--- src/rtl/hazard_ctrl.sv ---
// hazard_ctrl: pipeline stall/bubble control for load-use, EX redirect, sync drain and memory wait
module hazard_ctrl #(
  parameter int DRAIN_CYCLES = 3,
  parameter int MEM_TIMEOUT = 1024
) (
  input  logic        sys_clk,
  input  logic        rst_n,
  input  logic [4:0]  id_rs,
  input  logic [4:0]  id_rt,
  input  logic        id_uses_rs,
  input  logic        id_uses_rt,
  input  logic        id_is_sync,
  input  logic        ex_mem_to_reg,
  input  logic [4:0]  ex_reg_dst_id,
  input  logic        ex_redirect,
  input  logic        mem_req,
  input  logic        mem_ready,
  output logic        pc_stall,
  output logic        if_id_stall,
  output logic        if_id_bubble,
  output logic        id_ex_stall,
  output logic        id_ex_bubble,
  output logic        ex_mem_stall,
  output logic        mem_wb_bubble,
  output logic        mem_timeout,
  output logic [31:0] stall_cycles
);
  localparam int DW = DRAIN_CYCLES > 1 ? $clog2(DRAIN_CYCLES) : 1;
  localparam int WW = $clog2(MEM_TIMEOUT + 1);
  typedef enum logic [1:0] {RUN, DRAIN, SYNC_GO} state_t;
  state_t state, state_nx;
  logic [DW-1:0] drain_cnt, drain_cnt_nx;
  logic [WW-1:0] wait_cnt;
  logic timeout_q;
  logic [31:0] stall_q;
  logic memwait, load_use, drain_act, hold_id, stall_c;
  assign memwait = mem_req && !mem_ready;
  assign load_use = ex_mem_to_reg && ex_reg_dst_id != 5'd0 &&
                    ((id_uses_rs && id_rs == ex_reg_dst_id) || (id_uses_rt && id_rt == ex_reg_dst_id));
  assign drain_act = (state == RUN && id_is_sync) || state == DRAIN;
  // Drain and load-use share the same hold-ID response; drain simply wins the FSM.
  assign hold_id = !ex_redirect && (drain_act || (state == RUN && load_use));
  assign stall_c = memwait || hold_id;
  always_comb begin
    state_nx = state;
    drain_cnt_nx = drain_cnt;
    if (!memwait) begin
      if (ex_redirect) begin
        state_nx = RUN;
        drain_cnt_nx = '0;
      end else if (state == RUN && id_is_sync) begin
        state_nx = DRAIN_CYCLES > 1 ? DRAIN : SYNC_GO;
        drain_cnt_nx = DW'(DRAIN_CYCLES - 1);
      end else if (state == DRAIN) begin
        drain_cnt_nx = drain_cnt - 1'b1;
        state_nx = drain_cnt == DW'(1) ? SYNC_GO : DRAIN;
      end else if (state == SYNC_GO) begin
        state_nx = RUN;
      end
    end
  end
  always_ff @(posedge sys_clk) begin
    if (!rst_n) begin
      state <= RUN;
      drain_cnt <= '0;
      wait_cnt <= '0;
      timeout_q <= 1'b0;
      stall_q <= '0;
    end else begin
      state <= state_nx;
      drain_cnt <= drain_cnt_nx;
      wait_cnt <= !memwait ? '0 : wait_cnt == WW'(MEM_TIMEOUT) ? wait_cnt : wait_cnt + 1'b1;
      if (memwait && wait_cnt >= WW'(MEM_TIMEOUT - 1)) timeout_q <= 1'b1;
      if (stall_c) stall_q <= stall_q + 32'd1;
    end
  end
  assign pc_stall      = rst_n && stall_c;
  assign if_id_stall   = rst_n && stall_c;
  assign if_id_bubble  = rst_n && !memwait && ex_redirect;
  assign id_ex_stall   = rst_n && memwait;
  assign id_ex_bubble  = rst_n && !memwait && (ex_redirect || hold_id);
  assign ex_mem_stall  = rst_n && memwait;
  assign mem_wb_bubble = rst_n && memwait;
  assign mem_timeout   = rst_n && timeout_q;
  assign stall_cycles  = rst_n ? stall_q : 32'd0;
endmodule

--- config.mk ---
export PLATFORM = sky130hd
export DESIGN_NAME = hazard_ctrl
export DESIGN_NICKNAME = d
export VERILOG_FILES = /design/src/rtl/hazard_ctrl.sv
export SDC_FILE = /design/constraint.sdc
export NUM_CORES = 1
export LEC_CHECK = 0
export CAP_MARGIN = 25
export CORE_AREA = 5 5 98 109
export DETAILED_ROUTE_END_ITERATION = 16
export DIE_AREA = 0 0 103 114
export PLACE_DENSITY_LB_ADDON = 0.25
export SLEW_MARGIN = 5
export SYNTH_ARGS = -nofsm -noshare
export SYNTH_HDL_FRONTEND = slang
export SYNTH_SLANG_ARGS = --single-unit
--- constraint.sdc ---
create_clock -name sys_clk -period 7.2 [get_ports sys_clk]
set_input_delay 2.16 -clock sys_clk [delete_from_list [all_inputs] [get_ports sys_clk]]
set_output_delay 2.16 -clock sys_clk [all_outputs]
set_load 0.01 [all_outputs]
==> results of run 1 <==
## registers in the layout, summed over array words and instances (netlist names)
register	flops
drain_cnt	2
stall_q	32
state	2
timeout_q	1
wait_cnt	11
## stage by stage
stage	hold WS, ns	utilization (%)
after floorplan	0.449	-
after global placement	0.466	36.4
after detailed placement	0.477	36.4
after CTS	0.490	37.8
after global routing	0.523	37.8
final	0.484	37.8
## cells in the final DEF, fill, tap and decap left out, drive strengths merged, types with 5 or more instances in the layout
| cell type | synthesis | final |
|---|---|---|
| o21ai | 24 | 24 |
| clkbuf | 7 | 5 |
| xor2 | 5 | 5 |
| inv | 16 | 16 |
| nor3 | 6 | 6 |
| or4 | 7 | 7 |
| and2 | 27 | 27 |
| or3 | 20 | 20 |
| nor2 | 37 | 37 |
| ha | 6 | 6 |
| a21oi | 31 | 31 |
| xnor2 | 13 | 13 |
| dfxtp | 48 | 48 |
| o31ai | 6 | 6 |
| clkdlybuf4s50 | 0 | 63 |
| nand3 | 11 | 11 |
| nand2 | 29 | 29 |
| nand4 | 9 | 9 |
| mux2 | 7 | 7 |
## critical path, delay by kind of cell
kind / cells / cell delay (ns)
buffers and inverters: 3 / 1.04
AND/OR/NAND/NOR: 2 / 0.67
AO/OA/AOI/OAI: 2 / 0.43
## per-layer routing
metal  vias up  wire [um]  track usage (%)
met5         -          0                0
met4         0        148             3.89
met3         9        296             2.20
met2        47       3290             19.8
met1      1206       3080             15.5
li1       1338          -                -
## cells by family after synthesis
| group | after synthesis | synth area share (%) |
|---|---|---|
| adders and majority gates | 6 | 2.72 |
| and+or+nand+nor | 163 | 32.7 |
| DFF | 48 | 34.8 |
| xor gates and xnor gates | 18 | 5.71 |
| buffers and inverters | 33 | 5.66 |
| AOI/OAI and AO/OA | 73 | 15.6 |
| muxes | 7 | 2.85 |
## power groups by stage
stage,Clock [mW],Combinational (mW),Sequential (mW)
final,0.226,0.0605,0.270
after global routing,0.246,0.0676,0.271
after CTS,0.236,0.0617,0.270
after detailed placement,0,0.0616,0.276
after global placement,0,0.0607,0.276
after floorplan,0,0.0335,0.276
## cell type report
| cell class | count | share of cell area (%) |
|---|---|---|
| multi-input cells | 267 | 45.4 |
| flip-flops and latches | 48 | 26.5 |
| repair buffers | 67 | 18.6 |
| well taps | 120 | 4.14 |
| clock buffers | 5 | 1.90 |
| inverters | 18 | 1.86 |
| clock inverters | 2 | 1.66 |
## final timing paths
path	start	endpoint	slack (ns)	cells past startpoint
max reg2reg	stall_q[12]	stall_q[31]	4.90	6
max	ex_reg_dst_id[1]	if_id_stall	0.72	7
min	stall_q[29]	stall_q[29]	0.48	2
min reg2reg	stall_q[29]	stall_q[29]	0.48	2
==> reports/results.txt, run 1 <==
status - complete, no violations
post-CTS sizing - 0
Cells after Synth - 348
share of layout cells above drive strength 1 - 5.41%
Sequential Power Share - 48.5%
DRT Wirelength - 6820 um
register area - 961 um^2
maximum VDD drop - 0.0000867 V
Slew @ Worst Pin - 0.658 ns
crit path launch type - primary input
final worst-path cycle share - 90.0%
CTS root buf - clkbuf_8
first-pass GRT wire length - 11400 um
Crit Path Category - primary input to output port
DP HPWL - 5140 um
largest net degree at the start of global routing - 46
flops & latches, synth - 48
CTS tree - done
Placed Area - 3500 um^2
I/O Buffers - 63
Antenna Cells - 0
Die X - 103 um
Avg WL per Cell - 12.9 um
# IOs - 64
final hold violations - 0
Final Critical Period - 6.48 ns
CP max-delay cell - or4_1
Multi-input gate area - 1650 um^2
drt via density - 4.93
DRT Pass-1 Iters - 5
EDFF count, synth - 0
Sinks on Clock Net - 48
dpl ws - 0.695 ns
final instance area - 3630 um^2
RSZ-0062 raised after global routing - no
CTS Buf Count - 5
Skew-Pair Late Insertion Delay - 0.30 ns
initial antenna violation count - 0
switch share - 22.0%
Hold Crit Class - register to register
die area - 11700 um^2
Net Count, Synth - 378
CP endpoint kind - output port
Final #Nets - 437
async set or reset register ratio after synthesis - 0%
Final Skew - 0.0124 ns
Pwr per Cell Area - 154 nW/um^2
final setup fails - 0
area leader, netlist - dfxtp_1
Slew Limit Fails - 0
Area Overhead vs Synth - 31.3%
Worst Path Required - 5.04 ns
Worst path max stage delay - 0.56 ns
die outline height - 114 um
f_max - 154 MHz
Crit path top cell by count - clkdlybuf4s50_1
count leader, synth - dfxtp_1
sequential area share after synthesis - 34.8%
routability cong. - 0.759
Leak Pwr - 1.18 nW
initial core utilization - 28.8%
Int Power - 0.434 mW
DP Cell Count - 520
Comb pwr share - 10.9%
Post-route DRC - 0
relative slew slack - 56.1%
total gr overflow - 0
vias - 2600
Max FO, Critical Path - 4
clock share of power - 40.6%
TNS Setup - 0 ns
total power - 0.557 mW
Iteration-0 DRC Markers - 67
vias in the first global route - 2462
Fillers - 1012
core area - 9600 um^2
Top FF cell, synth - dfxtp_1
top cells by area, synth - dfxtp_1, and2_1, a21oi_1
# H-tree levels - 2
GR Util All Layers - 11.9%
post-cts hold buffer count - 0
Cell Chain, Critical Path - clkdlybuf4s50_1 -> or4_1 -> o211ai_2 -> inv_2 -> a31oi_1 -> nor2_1 -> clkdlybuf4s50_1
Switch Pwr - 0.123 mW
Routed Antenna Nets - 0
synth cell count leaders - dfxtp_1, nor2_1, a21oi_1
post-synth cell types - 48
row count - 38
synthesized area per cell - 7.94 um^2
postcts setup bufs - 0
clock buffer depth - 2
mapped cell area - 2760 um^2
Crit path arrival time - 4.32 ns
Cell Count, Final, Fillers Out - 527
worst setup margin - 0.723 ns
max-cap violations - 0
Reg clk slew, reported paths - 0.09 ns
share of the synthesized area in the top cell type - 34.8%
Yosys warnings - 0
(Power assumes the default switching activity.)
==> run 2: changes to the inputs <==
CORE_AREA = 2 2 95 106   (was 5 5 98 109)
DIE_AREA = 0 0 97 108   (was 0 0 103 114)
==> run 2 against run 1 <==
  * Hold slack worse by 0.0057 ns
  * Die area decreased by 11%
  * Clock skew grew 0.0033 ns
  * Critical path depth unchanged
  * Wire length fell by 4.3%
  * Cell area down 1.1%
  * Clock power down 25%
  * Sequential power about the same
  * Combinational power about the same
  * Flip-flop and latch count did not move
==> reports/results.txt, run 2 (synthesis results as in run 1) <==
status - complete, no violations
CP endpoint kind - output port
Sinks on Clock Net - 48
RSZ-0062 raised after global routing - no
vias in the first global route - 2425
CTS Buf Count - 5
initial antenna violation count - 0
initial core utilization - 29.7%
drt via density - 5.00
Post-route DRC - 0
clock buffer depth - 2
Core Util, Final - 38.6%
Fillers - 962
total power - 0.500 mW
Biggest register - stall_q
Avg WL per Cell - 12.4 um
Cell Count, Final, Fillers Out - 525
Multi-input gate area - 1650 um^2
CTS root buf - clkbuf_8
total gr overflow - 0
Die X - 97 um
commonest non-fill, non-tap cells in the layout - clkdlybuf4s50_1, dfxtp_1, nor2_1
Antenna Cells - 0
Crit path arrival time - 4.26 ns
TNS Setup - 0 ns
relative slew slack - 58.3%
postcts setup bufs - 0
vias - 2623
die outline height - 108 um
f_max - 156 MHz
maximum VDD drop - 0.0000695 V
max-cap violations - 0
Final #Nets - 437
Reg clk slew, reported paths - 0.08 ns
final hold violations - 0
Final Critical Period - 6.42 ns
first-pass GRT wire length - 11100 um
max FFs per register - 32
register area - 961 um^2
registers with the most flip-flops - stall_q: 32 flops, wait_cnt: 11 flops
share of layout cells above drive strength 1 - 5.39%
Skew-Pair Late Insertion Delay - 0.31 ns
core area - 9310 um^2
commonest non-fill, non-tap cell in the layout - clkdlybuf4s50_1
DRT Wirelength - 6530 um
GR Util All Layers - 12.7%
Final Skew - 0.0157 ns
dpl ws - 0.760 ns
final worst-path cycle share - 89.1%
# H-tree levels - 2
row count - 37
worst setup margin - 0.783 ns
Crit Path Category - primary input to output port
Leak Pwr - 1.16 nW
crit path launch type - primary input
post-cts hold buffer count - 0
I/O Buffers - 63
die area - 10500 um^2
DP Cell Count - 517
Area Overhead vs Synth - 29.8%
final setup fails - 0
Iteration-0 DRC Markers - 138
post-CTS sizing - 0
CTS tree - done
routability cong. - 0.821
DRT Pass-1 Iters - 4
Hold Crit Class - register to register
Slew Limit Fails - 0
DP HPWL - 4870 um
# IOs - 64
largest net degree at the start of global routing - 46
Max FO, Critical Path - 4
Worst Path Required - 5.04 ns
Pwr per Cell Area - 139 nW/um^2
Routed Antenna Nets - 0
Slew @ Worst Pin - 0.626 ns
==> run 2: changes by cell type in the layout (fill, tap and decap cells not counted) <==
cell / change
clkbuf_1: +1
bufinv_16: -2
clkinvlp_4: +1
clkbuf_8: +1
==> run 2: final timing paths <==
kind | slack, ns | endpoint | from | cells after the start
min reg2reg | 0.48 | stall_q[29] | stall_q[29] | 2
max reg2reg | 4.91 | stall_q[31] | stall_q[8] | 6
min | 0.48 | stall_q[29] | stall_q[29] | 2
max | 0.78 | if_id_stall | ex_reg_dst_id[1] | 7
==> run 2: cell type report <==
class,instances,share of cell area (%)
flip-flops and latches,48,26.8
well taps,117,4.08
multi-input cells,267,45.9
clock inverters,1,0.209
inverters,18,1.88
repair buffers,67,18.8
clock buffers,7,2.41
==> run 2: critical path, stage by stage <==
cell	delay [ns]
clkdlybuf4s50_1	0.46
or4_1	0.56
o211ai_2	0.24
inv_2	0.06
a31oi_1	0.21
nor2_1	0.09
clkdlybuf4s50_1	0.48
==> run 2: through the flow <==
stage | hold WS (ns) | cell area, um^2
after floorplan | 0.449 | 2760
after global placement | 0.459 | 3490
after detailed placement | 0.477 | 3490
after CTS | 0.488 | 3590
after global routing | 0.504 | 3590
final | 0.479 | 3590
==> run 2: routing by layer <==
metal | global-route usage, % | vias to the layer above | routed length (um)
met5 | 0 | - | 0
met4 | 4.12 | 0 | 98
met3 | 2.65 | 11 | 307
met2 | 22.3 | 64 | 3170
met1 | 15.5 | 1208 | 2950
li1 | - | 1340 | -
==> run 2: report_power, final <==
part	total (mW)	switching (mW)	internal (mW)
Combinational	0.0606	0.0307	0.0299
Sequential	0.270	0.00226	0.268
Clock	0.169	0.0908	0.0782
==> run 3: changes to the inputs <==
SKIP_LAST_GASP = 1   (was default)
==> results of run 3 <==
The final DEF is identical to that of run 2; final timing and power are the same.
